===== src/rtl/alu_bus_master_if.sv =====
// Request/response and datapath bus bundle for alu_bus_master.
// The master modport is the sequencer; the slave modport is the host plus datapath side.
interface alu_bus_master_if #(
  parameter int DATA_W = 8
);
  logic              req_valid;
  logic              req_ready;
  logic [2:0]        req_op;
  logic [DATA_W-1:0] req_a;
  logic [DATA_W-1:0] req_b;

  logic              rsp_valid;
  logic              rsp_ready;
  logic [DATA_W-1:0] rsp_hi;
  logic [DATA_W-1:0] rsp_lo;
  logic              rsp_err;

  logic [2:0]        INS;
  logic [DATA_W-1:0] inBUS;
  logic              LDDR, LDMQ, LDAcc;
  logic              STDR, STMQ, STAcc;
  logic [DATA_W-1:0] outBUS;
  logic              RDY;

  modport master (
    input  req_valid, req_op, req_a, req_b, rsp_ready, outBUS, RDY,
    output req_ready, rsp_valid, rsp_hi, rsp_lo, rsp_err,
           INS, inBUS, LDDR, LDMQ, LDAcc, STDR, STMQ, STAcc
  );

  modport slave (
    output req_valid, req_op, req_a, req_b, rsp_ready, outBUS, RDY,
    input  req_ready, rsp_valid, rsp_hi, rsp_lo, rsp_err,
           INS, inBUS, LDDR, LDMQ, LDAcc, STDR, STMQ, STAcc
  );
endinterface


===== src/rtl/alu_bus_master.sv =====
// Host-side sequencer for the Acc/MQ/DR shift/add ALU: load operands, issue, await RDY, read back.
// Define ALU_BUS_MASTER_READBACK_EN to verify DR over outBUS before issuing the opcode.
module alu_bus_master #(
  parameter int         DATA_W   = 8,
  parameter int         TIMEOUT  = 63,
  parameter logic [2:0] IDLE_INS = 3'b000
) (
  input logic             clock,
  input logic             reset,
  alu_bus_master_if.master bus
);

  localparam int CNT_W = $clog2(TIMEOUT + 1);

  typedef enum logic [3:0] {
    IDLE,
    LD_DR,
    LD_MQ,
`ifdef ALU_BUS_MASTER_READBACK_EN
    VFY_DR,
`endif
    CLR_ACC,
    ISSUE,
    WAIT,
    RD_ACC,
    RD_MQ,
    RESP
  } state_t;

  state_t            state, next_state;
  logic [CNT_W-1:0]  wait_cnt;
  logic [2:0]        op_q;
  logic [DATA_W-1:0] a_q, b_q;
  logic [DATA_W-1:0] rsp_hi_q, rsp_lo_q;
  logic              rsp_err_q;

  // RDY is only trusted once the datapath has had a full cycle to drop a stale RDY.
  logic rdy_ok, timed_out;
  assign rdy_ok    = bus.RDY && (wait_cnt != '0);
  assign timed_out = (wait_cnt == CNT_W'(TIMEOUT));

  assign bus.rsp_hi  = rsp_hi_q;
  assign bus.rsp_lo  = rsp_lo_q;
  assign bus.rsp_err = rsp_err_q;

  // NOTE: sequential state uses non-blocking assignments so every register samples pre-edge values.
  always_ff @(posedge clock or posedge reset) begin
    if (reset) state <= IDLE;
    else       state <= next_state;
  end

  always_comb begin
    // NOTE: every output gets a default first, so no path through the case can infer a latch.
    next_state    = state;
    bus.req_ready = 1'b0;
    bus.rsp_valid = 1'b0;
    bus.INS       = IDLE_INS;
    bus.inBUS     = '0;
    bus.LDDR      = 1'b0;
    bus.LDMQ      = 1'b0;
    bus.LDAcc     = 1'b0;
    bus.STDR      = 1'b0;
    bus.STMQ      = 1'b0;
    bus.STAcc     = 1'b0;
    case (state)
      IDLE: begin
        bus.req_ready = 1'b1;
        if (bus.req_valid) next_state = LD_DR;
      end
      LD_DR: begin
        bus.inBUS  = a_q;
        bus.LDDR   = 1'b1;
        next_state = LD_MQ;
      end
      LD_MQ: begin
        bus.inBUS  = b_q;
        bus.LDMQ   = 1'b1;
`ifdef ALU_BUS_MASTER_READBACK_EN
        next_state = VFY_DR;
`else
        next_state = CLR_ACC;
`endif
      end
`ifdef ALU_BUS_MASTER_READBACK_EN
      VFY_DR: begin
        bus.STDR   = 1'b1;
        next_state = (bus.outBUS == a_q) ? CLR_ACC : RESP;
      end
`endif
      CLR_ACC: begin
        bus.LDAcc  = 1'b1;
        next_state = ISSUE;
      end
      ISSUE: begin
        bus.INS    = op_q;
        next_state = WAIT;
      end
      WAIT: begin
        bus.INS = op_q;
        if (rdy_ok)         next_state = RD_ACC;
        else if (timed_out) next_state = RESP;
      end
      RD_ACC: begin
        bus.STAcc  = 1'b1;
        next_state = RD_MQ;
      end
      RD_MQ: begin
        bus.STMQ   = 1'b1;
        next_state = RESP;
      end
      RESP: begin
        bus.rsp_valid = 1'b1;
        if (bus.rsp_ready) next_state = IDLE;
      end
      default: next_state = IDLE;
    endcase
  end

  always_ff @(posedge clock or posedge reset) begin
    if (reset) begin
      wait_cnt  <= '0;
      op_q      <= '0;
      a_q       <= '0;
      b_q       <= '0;
      rsp_hi_q  <= '0;
      rsp_lo_q  <= '0;
      rsp_err_q <= 1'b0;
    end else begin
      case (state)
        IDLE: begin
          if (bus.req_valid) begin
            op_q <= bus.req_op;
            a_q  <= bus.req_a;
            b_q  <= bus.req_b;
          end
        end
`ifdef ALU_BUS_MASTER_READBACK_EN
        VFY_DR: begin
          if (bus.outBUS != a_q) begin
            rsp_err_q <= 1'b1;
            rsp_hi_q  <= '0;
            rsp_lo_q  <= '0;
          end
        end
`endif
        ISSUE: wait_cnt <= '0;
        WAIT: begin
          if (!timed_out) wait_cnt <= wait_cnt + CNT_W'(1);
          if (!rdy_ok && timed_out) begin
            rsp_err_q <= 1'b1;
            rsp_hi_q  <= '0;
            rsp_lo_q  <= '0;
          end
        end
        RD_ACC: rsp_hi_q <= bus.outBUS;
        RD_MQ: begin
          rsp_lo_q  <= bus.outBUS;
          rsp_err_q <= 1'b0;
        end
        default: ;
      endcase
    end
  end

endmodule


===== src/flat_wrapper.sv =====
// flat-port wrapper written by rule: the top's interface ports become plain ports
module alu_bus_master_flat 
#(
  parameter int         DATA_W   = 8,
  parameter int         TIMEOUT  = 63,
  parameter logic [2:0] IDLE_INS = 3'b000
)
  (clock, reset, bus_req_valid, bus_req_op, bus_req_a, bus_req_b, bus_rsp_ready, bus_outBUS, bus_RDY, bus_req_ready, bus_rsp_valid, bus_rsp_hi, bus_rsp_lo, bus_rsp_err, bus_INS, bus_inBUS, bus_LDDR, bus_LDMQ, bus_LDAcc, bus_STDR, bus_STMQ, bus_STAcc);
  alu_bus_master_if #(.DATA_W(DATA_W)) bus_i ();
  input logic clock;
  input logic reset;
  input wire logic [$bits(bus_i.req_valid)-1:0] bus_req_valid;
  input wire logic [$bits(bus_i.req_op)-1:0] bus_req_op;
  input wire logic [$bits(bus_i.req_a)-1:0] bus_req_a;
  input wire logic [$bits(bus_i.req_b)-1:0] bus_req_b;
  input wire logic [$bits(bus_i.rsp_ready)-1:0] bus_rsp_ready;
  input wire logic [$bits(bus_i.outBUS)-1:0] bus_outBUS;
  input wire logic [$bits(bus_i.RDY)-1:0] bus_RDY;
  output wire logic [$bits(bus_i.req_ready)-1:0] bus_req_ready;
  output wire logic [$bits(bus_i.rsp_valid)-1:0] bus_rsp_valid;
  output wire logic [$bits(bus_i.rsp_hi)-1:0] bus_rsp_hi;
  output wire logic [$bits(bus_i.rsp_lo)-1:0] bus_rsp_lo;
  output wire logic [$bits(bus_i.rsp_err)-1:0] bus_rsp_err;
  output wire logic [$bits(bus_i.INS)-1:0] bus_INS;
  output wire logic [$bits(bus_i.inBUS)-1:0] bus_inBUS;
  output wire logic [$bits(bus_i.LDDR)-1:0] bus_LDDR;
  output wire logic [$bits(bus_i.LDMQ)-1:0] bus_LDMQ;
  output wire logic [$bits(bus_i.LDAcc)-1:0] bus_LDAcc;
  output wire logic [$bits(bus_i.STDR)-1:0] bus_STDR;
  output wire logic [$bits(bus_i.STMQ)-1:0] bus_STMQ;
  output wire logic [$bits(bus_i.STAcc)-1:0] bus_STAcc;
  assign bus_i.req_valid = bus_req_valid;
  assign bus_i.req_op = bus_req_op;
  assign bus_i.req_a = bus_req_a;
  assign bus_i.req_b = bus_req_b;
  assign bus_i.rsp_ready = bus_rsp_ready;
  assign bus_i.outBUS = bus_outBUS;
  assign bus_i.RDY = bus_RDY;
  assign bus_req_ready = bus_i.req_ready;
  assign bus_rsp_valid = bus_i.rsp_valid;
  assign bus_rsp_hi = bus_i.rsp_hi;
  assign bus_rsp_lo = bus_i.rsp_lo;
  assign bus_rsp_err = bus_i.rsp_err;
  assign bus_INS = bus_i.INS;
  assign bus_inBUS = bus_i.inBUS;
  assign bus_LDDR = bus_i.LDDR;
  assign bus_LDMQ = bus_i.LDMQ;
  assign bus_LDAcc = bus_i.LDAcc;
  assign bus_STDR = bus_i.STDR;
  assign bus_STMQ = bus_i.STMQ;
  assign bus_STAcc = bus_i.STAcc;
  alu_bus_master #(.DATA_W(DATA_W), .TIMEOUT(TIMEOUT), .IDLE_INS(IDLE_INS)) u_core (.clock(clock), .reset(reset), .bus(bus_i));
endmodule

===== config.mk =====
export PLATFORM = sky130hd
export DESIGN_NAME = alu_bus_master_flat
export DESIGN_NICKNAME = d
export VERILOG_FILES = /design/src/rtl/alu_bus_master_if.sv /design/src/rtl/alu_bus_master.sv /design/src/flat_wrapper.sv
export SDC_FILE = /design/constraint.sdc
export NUM_CORES = 1
export LEC_CHECK = 0
export CORE_MARGIN = 5
export CORE_UTILIZATION = 45
export DETAILED_ROUTE_END_ITERATION = 16
export PLACE_DENSITY_LB_ADDON = 0.05
export SLEW_MARGIN = 20
export SYNTH_ARGS = -nofsm -noshare
export SYNTH_HDL_FRONTEND = slang
export SYNTH_SLANG_ARGS = --single-unit

===== constraint.sdc =====
create_clock -name clock -period 1.75 [get_ports clock]
set_input_delay 0.2625 -clock clock [delete_from_list [all_inputs] [get_ports clock]]
set_output_delay 0.2625 -clock clock [all_outputs]
set_load 0.02 [all_outputs]

After elaboration in Yosys (flattened, before gate mapping)

Cells that the tools add are included.
Widths: inputs -> output; s select.

$add $sub $neg: 1
Equal/unequal tests: 14
Muxes and demuxes: 21
Reduce and logical (&&, ||, !) cells: 14

Operator list:

| operator            | count |
|---|---|
| $pmux 8 s2          | 3 |
| $pmux 4 s9          | 1 |
| $eq 4x3->1 const B  | 4 |
| $mux 4              | 4 |
| $pmux 6 s2          | 1 |
| $eq 4x2->1 const B  | 2 |
| $mux 1              | 8 |
| $mux 8              | 1 |
| $reduce_and 2->1    | 4 |
| $add 6x1->6 const B | 1 |
| $eq 6x6->1 const B  | 1 |
| $mux 6              | 1 |
| $ne 2x2->1 const B  | 3 |
| $reduce_bool 2->1   | 3 |
| $reduce_bool 6->1   | 1 |
| $eq 4x1->1 const B  | 1 |
| $eq 4x4->1 const B  | 1 |
| $logic_not 4->1     | 1 |
| $mux 3              | 1 |
| $ne 3x1->1 const B  | 1 |
| $reduce_and 3->1    | 1 |
| $logic_and 1x1->1   | 2 |
| $ne 2x1->1 const B  | 1 |
| $pmux 1 s2          | 1 |
| 2 further kinds     | 2 |

Flip-flop bits (word level): 46
Input port bits: 32
Word-level logic and storage cells: 58

Logic depth before layout (Yosys ltp)

Depth after elaboration: 6
Gate-level depth with buffers: 7
Mapped depth without buffers: 6

Worst setup path after synthesis

Ideal clock, no wire load.

Kind: reg-to-output
From: register u_core.state[2]
To: output bus_inBUS[0]
Data arrival time: 1.654 ns
Path slack: -0.166 ns
Cell stages (with the launch flop): 5
Path buffers: 1
Path through: dfrtp_1 > buf_4 > nand2b_1 > nor3_2 > a22o_1

Longest elaborated chain between the ends: 2
Elaborated cells on any way between the ends: 3
Classes of those cells: eq/ne: 2; mux: 1

RTL lines:

| what                                            | RTL line             | text |
|---|---|---|
| from (decl)                                     | alu_bus_master.sv:30 | `state_t state, next_state;` |
| from (signal assigned)                          | alu_bus_master.sv:49 | `else state <= next_state;` |
| $eq 4x2->1 / $eq 4x1->1 (equally long branches) | alu_bus_master.sv:65 | `case (state)` |
| $pmux 8 s2 (*)                                  | alu_bus_master.sv:65 |  |
| to (decl)                                       | flat_wrapper.sv:25   | `output wire logic [$bits(bus_i.inBUS)-1:0] bus_inBUS;` |

Mark *: on every way between the ends. The rest lies on a longest branch, timed or not.

Worst setup path after layout

From: register u_core.state[1]
To: output bus_req_ready

Longest elaborated chain between the ends: 2

RTL lines:

| what            | RTL line             | text |
|---|---|---|
| $logic_not 4->1 | alu_bus_master.sv:65 |  |
| $mux 1          | alu_bus_master.sv:65 |  |
| to (decl)       | flat_wrapper.sv:19   | `output wire logic [$bits(bus_i.req_ready)-1:0] bus_req_ready;` |

Every way passes these cells.

==> impl_metrics.env <==
export IMPL_status="finished clean"
export IMPL_drc=0
export IMPL_holdBufCountCts=0
export IMPL_leakage_nw=1.48
export IMPL_nFillCells=377
export IMPL_dieArea_mm2=0.00644
export IMPL_vias=1783
export IMPL_ys_ff_latch=46
export IMPL_ff2ff_setup_slack_ps=110
export IMPL_ys_warnings_count=0
export IMPL_gp_congestion=0.807
export IMPL_cp_required_ps=1490
export IMPL_period_share=0.989
export IMPL_vias_per_cell=5.04
export IMPL_synth_compound_area_frac=0.0878
export IMPL_die_w_um=80.3
export IMPL_mappedNetlistArea_mm2=0.00222
export IMPL_crit_arrival_ps=1470
export IMPL_antenna_found_initial=0
export IMPL_grtUsageTotal=0.172
export IMPL_crit_path_end_kind="output pin"
export IMPL_grt_max_degree=47
export IMPL_postSynthCellCount=196
export IMPL_drt_wirelength_per_cell_um=14.5
export IMPL_die_y_um=80.3
export IMPL_synth_fp_nets=230
export IMPL_yosysUniqueCellTypes=44
export IMPL_grt_overflow_total=0
export IMPL_grt_pass1_vias=1715
export IMPL_rsz0062_at_grt="yes"
export IMPL_syn_avg_cell_area_um2=11.3
export IMPL_hold_path_class="primary input to async pin"
export IMPL_ir_drop_mv=0.948
export IMPL_synthAdderAreaFrac=0.0113
export IMPL_clkTransAtPathRegs_ps=90
export IMPL_worstReg2RegEnd="u_core.b_q[2]"
export IMPL_clk_latency_ps=290
export IMPL_ys_async_sr_fraction=1.00
export IMPL_worstRegToRegCells=5
export IMPL_place_hpwl_um=3700
export IMPL_met2_usage=0.263
export IMPL_ys_seq_area_frac=0.518
export IMPL_layout_nets=320
export IMPL_critPathKind="flop to output pin"
export IMPL_synth_mux_area_frac=0.113
export IMPL_fin_crit_ps=1730
export IMPL_maxCapViolCount=0
export IMPL_finalSetupViolCount=0
export IMPL_startpoint="u_core.state[1]"
export IMPL_postRouteAntennaNets=0
export IMPL_root_buffer="clkbuf_8"
export IMPL_dp_cells=344
export IMPL_worstSetupStartpointType="flop"
export IMPL_grt_busiest_layer="met2"
export IMPL_synth_ff_type="dfrtp_1"
export IMPL_p_total_mw=5.74
export IMPL_yosys_area_share_simple=0.221
export IMPL_wl_um=5130
export IMPL_synth_top_family_by_area="simple AND/OR/NAND/NOR gates"
export IMPL_synth_edff_count=0
export IMPL_skew_ps=4.35
export IMPL_use_met3=0.0460
export IMPL_crit_fanout=7
export IMPL_numClockSinks=46
export IMPL_slew_viol_final=0
export IMPL_start_util=0.467
export IMPL_num_antenna_cells=0
export IMPL_p_per_area_mw_per_mm2=1750
export IMPL_clock_path_buffers=2
export IMPL_drive_above_1_share=0.307
export IMPL_port_buffer_count=66
export IMPL_instances_no_fill=354
export IMPL_worstReg2RegStart="u_core.state[1]"
export IMPL_area_delta_synth_final_pct=47.9
export IMPL_hold_viol=0
export IMPL_max_freq_ghz=0.578
export IMPL_synth_xor_area_frac=0
export IMPL_cts_tree="built"
export IMPL_firstDrtPassIters=4
export IMPL_ioPinCount=68
export IMPL_num_rows=25
export IMPL_grt_pass1_wl_um=8580
export IMPL_core_mm2=0.00475
export IMPL_drt_iter0_markers=76
export IMPL_h_tree_depth=2
export IMPL_gr_usage_met1=0.241
export IMPL_cts_made_buffers=5
[report_power, final]
group	internal (mW)	switching (mW)	total (mW)
Clock	0.420	0.351	0.772
Combinational	1.64	1.46	3.10
Sequential	1.55	0.317	1.87
[per-stage QoR]
stage / area [µm²] / utilization / hold slack, ps / setup WS, ps / setup TNS (ps)
5_1_grt: 3290 / 0.691 / 338 / -76.4 / -790
2_1_floorplan: 2230 / - / 407 / -7.73 / -61.8
6_report: 3290 / 0.691 / 307 / 18.9 / 0
3_5_place_dp: 3140 / 0.659 / 464 / -157 / -1710
3_3_place_gp: 3140 / 0.659 / 463 / -121 / -1330
4_1_cts: 3220 / 0.677 / 311 / -29.6 / -49.4
[flip-flops by register name, indices dropped and copies added, names as in the netlist]
register and cells:
u_core.wait_cnt 6, u_core.bus.rsp_hi 8, u_core.b_q 8, u_core.state 4, u_core.op_q 3, u_core.a_q 8
u_core.bus.rsp_err 1, u_core.bus.rsp_lo 8
[worst max path at each step]
stage                          endpoint  slack, ps  depth (start not counted)
after CTS                  bus_inBUS[4]        -30                          5
final                     bus_req_ready         20                          3
after global routing       bus_inBUS[2]        -80                          5
after detailed placement   bus_inBUS[4]       -160                          5
after global placement         bus_STMQ       -120                          5
after floorplan            bus_inBUS[0]         -8                          4
[cells by family (layout without fill, tap and decap cells)]
kind of cell | count (synthesis) | after routing
mux | 19 | 19
simple gates | 85 | 85
fa+ha+maj | 2 | 2
other cells | 1 | 1
compound gates | 26 | 26
buf+inv | 17 | 108
flops | 46 | 46
[what timing repair did]
item / in CTS / in global routing
buffers inserted: 1 / 1
endpoints found under the setup margin: 19 / 41
endpoints found under the hold margin: 0 / 0
pin swaps: 1 / 2
gates resized for setup: 84 / 17
[area by class of cell]
class	instances	area, µm²	share of cell area
clock inverters	3	40.0	0.0122
flip-flops and latches	46	1150	0.351
multi-input cells	133	1010	0.308
inverters	9	38.8	0.0118
clock buffers	5	68.8	0.0209
well taps	67	83.8	0.0255
repair buffers	91	888	0.270
[critical path: stages (launching register included)]
cell and delay (ps):
dfrtp_2 470, buf_6 160, nor4_4 340, buf_4 200
[synthesized netlist by cell type (3+ instances only)]
cell type | n | share of area
dfrtp_1 | 46 | 0.52
nor2_1 | 35 | 0.059
nor3_1 | 18 | 0.041
mux2_4 | 10 | 0.068
mux2_2 | 9 | 0.046
a22o_1 | 8 | 0.032
inv_1 | 7 | 0.012
nand2_1 | 6 | 0.010
nand3_1 | 4 | 0.0090
o21ai_0 | 4 | 0.0090
and2_1 | 3 | 0.0084
buf_4 | 3 | 0.010
buf_6 | 3 | 0.015
o211ai_1 | 3 | 0.010
[routing by layer]
layer	share of wire	wire length [µm]
met1	0.46	2370
met2	0.46	2360
met3	0.067	343
met4	0.010	53
met5	0	0
[cell usage in the layout, fill, tap and decap left out, types with 3 or more instances in the layout]
| master | n |
|---|---|
| a22o_1 | 8 |
| and2_1 | 3 |
| buf_12 | 5 |
| buf_2 | 5 |
| buf_4 | 23 |
| buf_6 | 9 |
| clkbuf_8 | 5 |
| clkdlybuf4s50_1 | 48 |
| dfrtp_1 | 44 |
| inv_1 | 6 |
| mux2_2 | 9 |
| mux2_4 | 10 |
| nand2_1 | 6 |
| nand3_1 | 4 |
| nor2_1 | 35 |
| nor3_1 | 17 |
| nor3_4 | 3 |
| o211ai_1 | 3 |
No activity file was read; power rests on OpenSTA's default activity.
